### config.mk
export PLATFORM = sky130hd
export DESIGN_NAME = bmf_addsub_seq
export DESIGN_NICKNAME = d
export VERILOG_FILES = /design/src/rtl/bmf_addsub_seq.sv
export SDC_FILE = /design/constraint.sdc
export NUM_CORES = 1
export LEC_CHECK = 0
export ABC_CLOCK_PERIOD_IN_PS = 34700
export CAP_MARGIN = 40
export CELL_PAD_IN_SITES_DETAIL_PLACEMENT = 1
export CELL_PAD_IN_SITES_GLOBAL_PLACEMENT = 2
export CORE_MARGIN = 10
export CORE_UTILIZATION = 45
export DETAILED_ROUTE_END_ITERATION = 12
export DONT_BUFFER_PORTS = 1
export PLACE_DENSITY = 0.94
export SYNTH_ARGS = -nofsm -noshare
export SYNTH_HDL_FRONTEND = slang
export SYNTH_SLANG_ARGS = --single-unit
### constraint.sdc
create_clock -name clk -period 34.7 [get_ports clk]
set_clock_uncertainty 0.05 [all_clocks]
set_input_delay 3.47 -clock clk [delete_from_list [all_inputs] [get_ports clk]]
set_output_delay 3.47 -clock clk [all_outputs]
set_load 0.02 [all_outputs]
### src/rtl/bmf_addsub_seq.sv
// -----------------------------------------------------------------------------
// bmf_addsub_seq
// Sequential block-minifloat adder/subtractor. Two blocks, each a shared
// unsigned bias plus LENGTH minifloat elements {sign, exp, man}, are added
// (or b1-b2) element by element over one shared datapath, then renormalised
// into a single result block with a fresh bias.
//
// Flow: IDLE -> ADD (LENGTH cycles) -> NORM (1 cycle) -> PACK (LENGTH cycles)
//       -> OUT (until out_ready).
//
// Handshakes: a transfer happens on a rising clk edge where valid and ready
// are both high; valid never depends on ready, and the producer holds its
// data stable while valid is high and ready is low.
//
// Ports:
//   clk, rst_n          clock (rising edge), asynchronous active-low reset
//   in_valid/in_ready   input handshake; in_ready is high only in IDLE
//   in_addsub           0 = b1+b2, 1 = b1-b2, captured with the blocks
//   in_b1, in_b2        {bias[BW], element[LENGTH-1] .. element[0]}
//   out_valid/out_ready result handshake
//   out_b               result block, same layout as the inputs
//   out_ovf             result bias saturated at 2^BW-1
//   busy                high whenever the FSM is not in IDLE
//   dbgState            current FSM state for checkers
// -----------------------------------------------------------------------------
module bmf_addsub_seq #(
    parameter int LENGTH = 8,
    parameter int NEXP   = 4,
    parameter int NMAN   = 3,
    parameter int BW     = 8
) (
    input  logic                               clk,
    input  logic                               rst_n,
    input  logic                               in_valid,
    output logic                               in_ready,
    input  logic                               in_addsub,
    input  logic [BW+LENGTH*(1+NEXP+NMAN)-1:0] in_b1,
    input  logic [BW+LENGTH*(1+NEXP+NMAN)-1:0] in_b2,
    output logic                               out_valid,
    input  logic                               out_ready,
    output logic [BW+LENGTH*(1+NEXP+NMAN)-1:0] out_b,
    output logic                               out_ovf,
    output logic                               busy,
    output logic [2:0]                         dbgState
);

    localparam int EMAX = (1 << NEXP) - 1;
    localparam int SIZE = 1 + NEXP + NMAN;
    localparam int MW   = NMAN + EMAX;            // element magnitude width
    localparam int EW   = LENGTH * SIZE;          // element field width
    localparam int LW   = $clog2(MW + 1);         // holds a bit position 0..MW
    localparam int IW   = (LENGTH > 1) ? $clog2(LENGTH) : 1;
    localparam int SW   = ((BW > LW) ? BW : LW) + 2;  // signed bias/shift math
    localparam logic [IW-1:0] LAST = IW'(LENGTH - 1);

    typedef enum logic [2:0] {IDLE, ADD, NORM, PACK, OUT} stateT;

    stateT state, nextState;

    logic [IW-1:0]   idx;
    logic [EW-1:0]   b1Elems, b2Elems;
    logic [BW-1:0]   bias1, bias2;
    logic            subMode;
    // Two's complement sums: sign plus MW+1 magnitude bits.
    logic [MW+1:0]   sumBuf [LENGTH];
    logic [LW-1:0]   maxPos;
    logic            anyNz;
    logic signed [SW-1:0] kReg;       // >0 right shift, <0 left shift
    logic [BW-1:0]   outBias;
    logic            ovfReg;
    logic [EW-1:0]   outElems;

    // Magnitude of one element: hidden bit only for normal (e != 0) values,
    // denormals share the scale of e == 1.
    function automatic logic [MW-1:0] elemMag(input logic [SIZE-1:0] el);
        logic [NEXP-1:0] e;
        logic [NMAN-1:0] m;
        logic [MW-1:0]   base;
        e    = el[NMAN +: NEXP];
        m    = el[NMAN-1:0];
        base = MW'({(e != '0), m});
        if (e == '0) return base;
        return base << (e - 1'b1);
    endfunction

    // Align the smaller-bias operand; shifting past the width leaves nothing.
    function automatic logic [MW-1:0] alignShift(input logic [MW-1:0] v,
                                                  input logic [BW-1:0] d);
        if (32'(d) >= MW) return '0;
        return v >> d;
    endfunction

    function automatic logic [LW-1:0] leadPos(input logic [MW:0] v);
        logic [LW-1:0] p;
        p = '0;
        for (int i = 0; i <= MW; i++) begin
            if (v[i]) p = LW'(i);
        end
        return p;
    endfunction

    // ---------------- ADD datapath ----------------
    logic [SIZE-1:0] el1, el2;
    logic            b1Keep;
    logic [BW-1:0]   biasDiff, bmax;
    logic [MW-1:0]   mag1, mag2;
    logic [MW+1:0]   term1, term2, sumNow, sumAbsNow;
    logic [LW-1:0]   posNow;

    always_comb begin
        el1       = b1Elems[idx*SIZE +: SIZE];
        el2       = b2Elems[idx*SIZE +: SIZE];
        b1Keep    = (bias1 >= bias2);         // ties keep b1
        biasDiff  = b1Keep ? (bias1 - bias2) : (bias2 - bias1);
        bmax      = b1Keep ? bias1 : bias2;
        mag1      = b1Keep ? elemMag(el1) : alignShift(elemMag(el1), biasDiff);
        mag2      = b1Keep ? alignShift(elemMag(el2), biasDiff) : elemMag(el2);
        term1     = {2'b00, mag1};
        if (el1[SIZE-1]) term1 = -term1;
        term2     = {2'b00, mag2};
        if (el2[SIZE-1] ^ subMode) term2 = -term2;
        sumNow    = term1 + term2;
        sumAbsNow = sumNow[MW+1] ? -sumNow : sumNow;
        posNow    = leadPos(sumAbsNow[MW:0]);
    end

    // ---------------- NORM datapath ----------------
    logic signed [SW-1:0] bmaxS, kRaw, bSum, kNext, satS;
    logic [BW-1:0]        biasNext;
    logic                 ovfNext;

    always_comb begin
        bmaxS    = $signed(SW'(bmax));
        kRaw     = $signed(SW'(maxPos)) - $signed(SW'(MW - 1));
        satS     = $signed(SW'({BW{1'b1}}));
        bSum     = bmaxS + kRaw;
        biasNext = bSum[BW-1:0];
        kNext    = kRaw;
        ovfNext  = 1'b0;
        if (!anyNz) begin
            biasNext = '0;
            kNext    = '0;
        end else if (bSum[SW-1]) begin
            // Bias cannot go negative: use up only the available bias.
            biasNext = '0;
            kNext    = -bmaxS;
        end else if (bSum > satS) begin
            biasNext = '1;
            kNext    = satS - bmaxS;
            ovfNext  = 1'b1;
        end
    end

    // ---------------- PACK datapath ----------------
    logic [MW+1:0]   packSum, negSum;
    logic [MW:0]     packAbs, shifted, mTmp;
    logic [SW-1:0]   kMag;
    logic [LW-1:0]   packPos;
    logic [NEXP-1:0] eOut;
    logic [NMAN-1:0] mOut;
    logic            sOut;
    logic [SIZE-1:0] packEl;

    always_comb begin
        packSum = sumBuf[idx];
        negSum  = -packSum;
        packAbs = packSum[MW+1] ? negSum[MW:0] : packSum[MW:0];
        kMag    = kReg[SW-1] ? SW'(-kReg) : SW'(kReg);
        shifted = kReg[SW-1] ? (packAbs << kMag) : (packAbs >> kMag);
        packPos = leadPos(shifted);
        sOut    = packSum[MW+1];
        eOut    = '0;
        mOut    = shifted[NMAN-1:0];
        mTmp    = '0;
        if (shifted[MW]) begin
            // Only reachable when the bias saturated: clamp to largest value.
            eOut = '1;
            mOut = '1;
        end else if (|(shifted >> NMAN)) begin
            eOut = NEXP'(packPos - LW'(NMAN - 1));
            mTmp = shifted >> (packPos - LW'(NMAN));
            mOut = mTmp[NMAN-1:0];
        end
        if (shifted == '0) sOut = 1'b0;
        packEl = {sOut, eOut, mOut};
    end

    // ---------------- FSM ----------------
    always_comb begin
        nextState = state;
        in_ready  = 1'b0;
        out_valid = 1'b0;
        busy      = (state != IDLE);
        case (state)
            IDLE: begin
                in_ready = 1'b1;
                if (in_valid) nextState = ADD;
            end
            ADD:  if (idx == LAST) nextState = NORM;
            NORM: nextState = PACK;
            PACK: if (idx == LAST) nextState = OUT;
            OUT: begin
                out_valid = 1'b1;
                if (out_ready) nextState = IDLE;
            end
            default: nextState = IDLE;
        endcase
    end

    always_ff @(posedge clk or negedge rst_n) begin
        if (!rst_n) begin
            state    <= IDLE;
            idx      <= '0;
            maxPos   <= '0;
            anyNz    <= 1'b0;
            kReg     <= '0;
            outBias  <= '0;
            ovfReg   <= 1'b0;
            outElems <= '0;
        end else begin
            state <= nextState;
            case (state)
                IDLE: if (in_valid) begin
                    idx    <= '0;
                    maxPos <= '0;
                    anyNz  <= 1'b0;
                end
                ADD: begin
                    idx    <= (idx == LAST) ? '0 : idx + 1'b1;
                    if (posNow > maxPos) maxPos <= posNow;
                    anyNz  <= anyNz | (|sumAbsNow);
                end
                NORM: begin
                    kReg    <= kNext;
                    outBias <= biasNext;
                    ovfReg  <= ovfNext;
                    idx     <= '0;
                end
                PACK: begin
                    outElems[idx*SIZE +: SIZE] <= packEl;
                    idx <= (idx == LAST) ? '0 : idx + 1'b1;
                end
                default: ;
            endcase
        end
    end

    // Operand and sum storage needs no reset: always written before use.
    always_ff @(posedge clk) begin
        if (state == IDLE && in_valid) begin
            b1Elems <= in_b1[EW-1:0];
            b2Elems <= in_b2[EW-1:0];
            bias1   <= in_b1[EW +: BW];
            bias2   <= in_b2[EW +: BW];
            subMode <= in_addsub;
        end
        if (state == ADD) sumBuf[idx] <= sumNow;
    end

    assign out_b    = {outBias, outElems};
    assign out_ovf  = ovfReg;
    assign dbgState = state;

endmodule

==> results.md <==
* Outcome: complete, no violations
* Site Rows at 90
* Seq/Total Area, Yosys at 41.7%
* Worst-path maximum fanout at 64
* Synth warn at 0
* Worst endpoint required time at between 30 and 40 ns
* Clock Tree Buf Depth at 3
* CTS tree: yes
* Max incr delay on CP at 0.78 ns
* Die area at 71,900 um^2
* CP Launch Type: register
* Crit. End Element: register
* Unrepaired setup endpoints after global routing: false
* Total track usage at 29.0%
* CP bufs+invs at 6
* Fin. Hold Viols at 0
* Main flop type after synthesis: edfxtp_1
* Gp weighted congestion at 0.967
* Final setup margin at 20.86 ns
* Die Ht at 268 um
* CTS Hold Bufs at 0
* Final Cycle Share at between 30% and 40%
* EDFF count, synth at 305
* # nets final at 2,996
* Relative slew slack at a little over a third
* GRT overflow at 0
* Syn nets at 3,029
* Post-CTS resize count at 0
* Initial core utilization at a little under half
* Vias in the first global route at 25,500
* Worst path slowest cell: dfrtp_4
* TNS Setup at 0 ns
* CTS Buf Count at 45
* IO buf count at 0
* M2 GR Usage at between 50% and 60%
* Met1 Use GR at roughly a third
* HP Class: register to register
* ANT nets after route at 0
* Vias/cell at 6.85
* Mux contribution to synthesized area at 7.78%
* Htree depth at 2
* Vias at 24,600
* Min cycle time layout at 13.84 ns
* Post-DP HPWL at 79,900 um
* Post-Synth Adder-Cell Area at 3.35%
* WHS at 0.462 ns
* Count of final setup violators at 0
* Initial antenna violation count at 3
* Postcts setup bufs at 0
* Delay-heaviest family, CP: compound AO/OA/AOI/OAI gates
* Mapped Area at ~28,000 um^2
* Root buffer cell: clkbuf_16
* Max Transition Viols Final at 0
* Kind of critical path: register to register
* Xor-xnor portion of the synthesized cell area at 3.30%
* Post-synth cell types at 128
* CTS sink count at 400
* DRC viols at 0
* Pin count of the biggest net entering global routing at 96
* Num ports at 228
* Setup WS pre-CTS at 21.13 ns
* Max frequency at about 72 MHz
* Syn Inst Count at around 2,800
* Drt pass-1 iters at 6
* Layout cell share with drive strength beyond 1 at 11.9%
* Simple-gate area share of the yosys netlist at 16.3%
* WL final at 107,000 um
* Busiest layer in global routing: met2
* Clk_lat worst skew at 0.61 ns
* Synth Area in Compound Gates at 23.6%
* Routed length per placed instance at 29.6 um
* M3 GR Usage at 4.41%
* Largest family of logic cells by synthesized area: compound AO/OA/AOI/OAI gates
* Reg clk slew, reported paths at 0.07 ns
* Seq cells post-synth at 400
* Core area at 60,700 um^2
* Global-route wire length before repair at 161,000 um
* Fill cell total of the finished layout at 6,641
* Area Overhead vs Synth at 8.61%
* Avg Synthesized Cell Area at 9.86 um^2
* Iteration-0 DRC Markers at 2,287
* DIE WIDTH at 268 um
* Worst path arrival time at approximately 14 ns
* Ys async rst share at about a quarter
* MaxCap Viol Count at 0
* Worst-margin pin slew at 0.973 ns
## layout make-up
| class | count | area (um^2) | share of cell area (%) |
|---|---|---|---|
| diodes | 3 | 7.51 | 0.0250 |
| clock buffers | 52 | 1150 | 3.83 |
| clock inverters | 31 | 373 | 1.24 |
| inverters | 101 | 389 | 1.29 |
| multi-input cells | 2157 | 15100 | 50.2 |
| flip-flops and latches | 400 | 11500 | 38.4 |
| well taps | 782 | 978 | 3.25 |
| repair buffers | 71 | 549 | 1.83 |
## metal layers
layer	routed length (um)	share of wire, %
met1	40400	38
met2	53500	50
met3	6690	6.3
met4	6020	5.7
met5	0	0
## state kept, by name (all words and copies together) (netlist names)
register,count
b1Elems,64
maxPos,5
b2Elems,64
bias1,8
sumBuf,160
bias2,8
idx,3
outBias,8
anyNz,1
dbgState,3
outElems,64
subMode,1
kReg,10
out_ovf,1
## path summary, 6_finish.rpt
check                           from           end  slack (ns)  cells past startpoint
hold / removal             maxPos[3]     maxPos[3]        0.46                      2
min in group asynchronous      rst_n  outElems[60]        2.52                      0
setup / recovery              idx[0]     maxPos[3]       20.86                     46
setup reg to reg              idx[0]     maxPos[3]       20.86                     46
hold reg to reg            maxPos[3]     maxPos[3]        0.46                      2
max in group asynchronous      rst_n        idx[0]       31.93                      0
## through the flow
step,util (%),std cells,instance area (um^2)
floorplan,-,2809,27700
global placement,46.8,3495,28400
detailed placement,47.0,3509,28500
CTS,49.5,3592,30100
global route,49.6,3597,30100
finish,49.6,3597,30100
## placed cells by master, fill, tap and decap left out, types with 67 or more instances in the layout
master and count:
nand2_1 264, a21oi_1 158, nor3_1 78, nand3_1 73, dfrtp_1 92, inv_1 91, o21ai_0 158, ha_1 67
edfxtp_1 305, nor2_1 228
## synth_stat cells (all sizes together), types with 23 or more instances
| library cell | n | area (um^2) |
|---|---|---|
| a211oi | 37 | 300 |
| or3 | 29 | 181 |
| buf | 57 | 380 |
| edfxtp | 305 | 9160 |
| mux2i | 56 | 564 |
| dfrtp | 95 | 2380 |
| a31oi | 38 | 244 |
| a22oi | 23 | 178 |
| nor2 | 228 | 856 |
| nand4 | 23 | 144 |
| mux2 | 65 | 736 |
| nor3 | 85 | 440 |
| nand2b | 36 | 225 |
| a22o | 26 | 228 |
| nand2 | 265 | 997 |
| o31ai | 34 | 274 |
| clkbuf | 94 | 354 |
| o211ai | 37 | 278 |
| o21a | 31 | 233 |
| o22ai | 26 | 169 |
| a21oi | 161 | 817 |
| and3 | 29 | 181 |
| o21ai | 179 | 903 |
| a221oi | 35 | 330 |
| xor2 | 31 | 279 |
| a21o | 33 | 249 |
| mux4 | 38 | 856 |
| and2 | 28 | 178 |
| ha | 67 | 838 |
| nand3 | 77 | 405 |
| xnor2 | 68 | 611 |
| inv | 96 | 360 |
## worst reg2reg max path, delay by kind of cell, from the launching register on
kind,cells,cell delay (ns)
mux,3,1.31
fa+ha+maj,4,1.28
buf+inv,6,1.59
xor+xnor,1,0.23
flops,1,0.78
simple gates,15,4.12
compound gates,17,4.39
## cells by family after synthesis
logic type | Yosys count
AOI/OAI and AO/OA | 907
xor gates and xnor gates | 100
adders and majority gates | 72
buffers and inverters | 252
DFF | 400
muxes | 159
and+or+nand+nor | 919
Power is left out: the tool's default activity adds up to more than one toggle a clock period on the data nets, which glitch-free logic cannot reach.
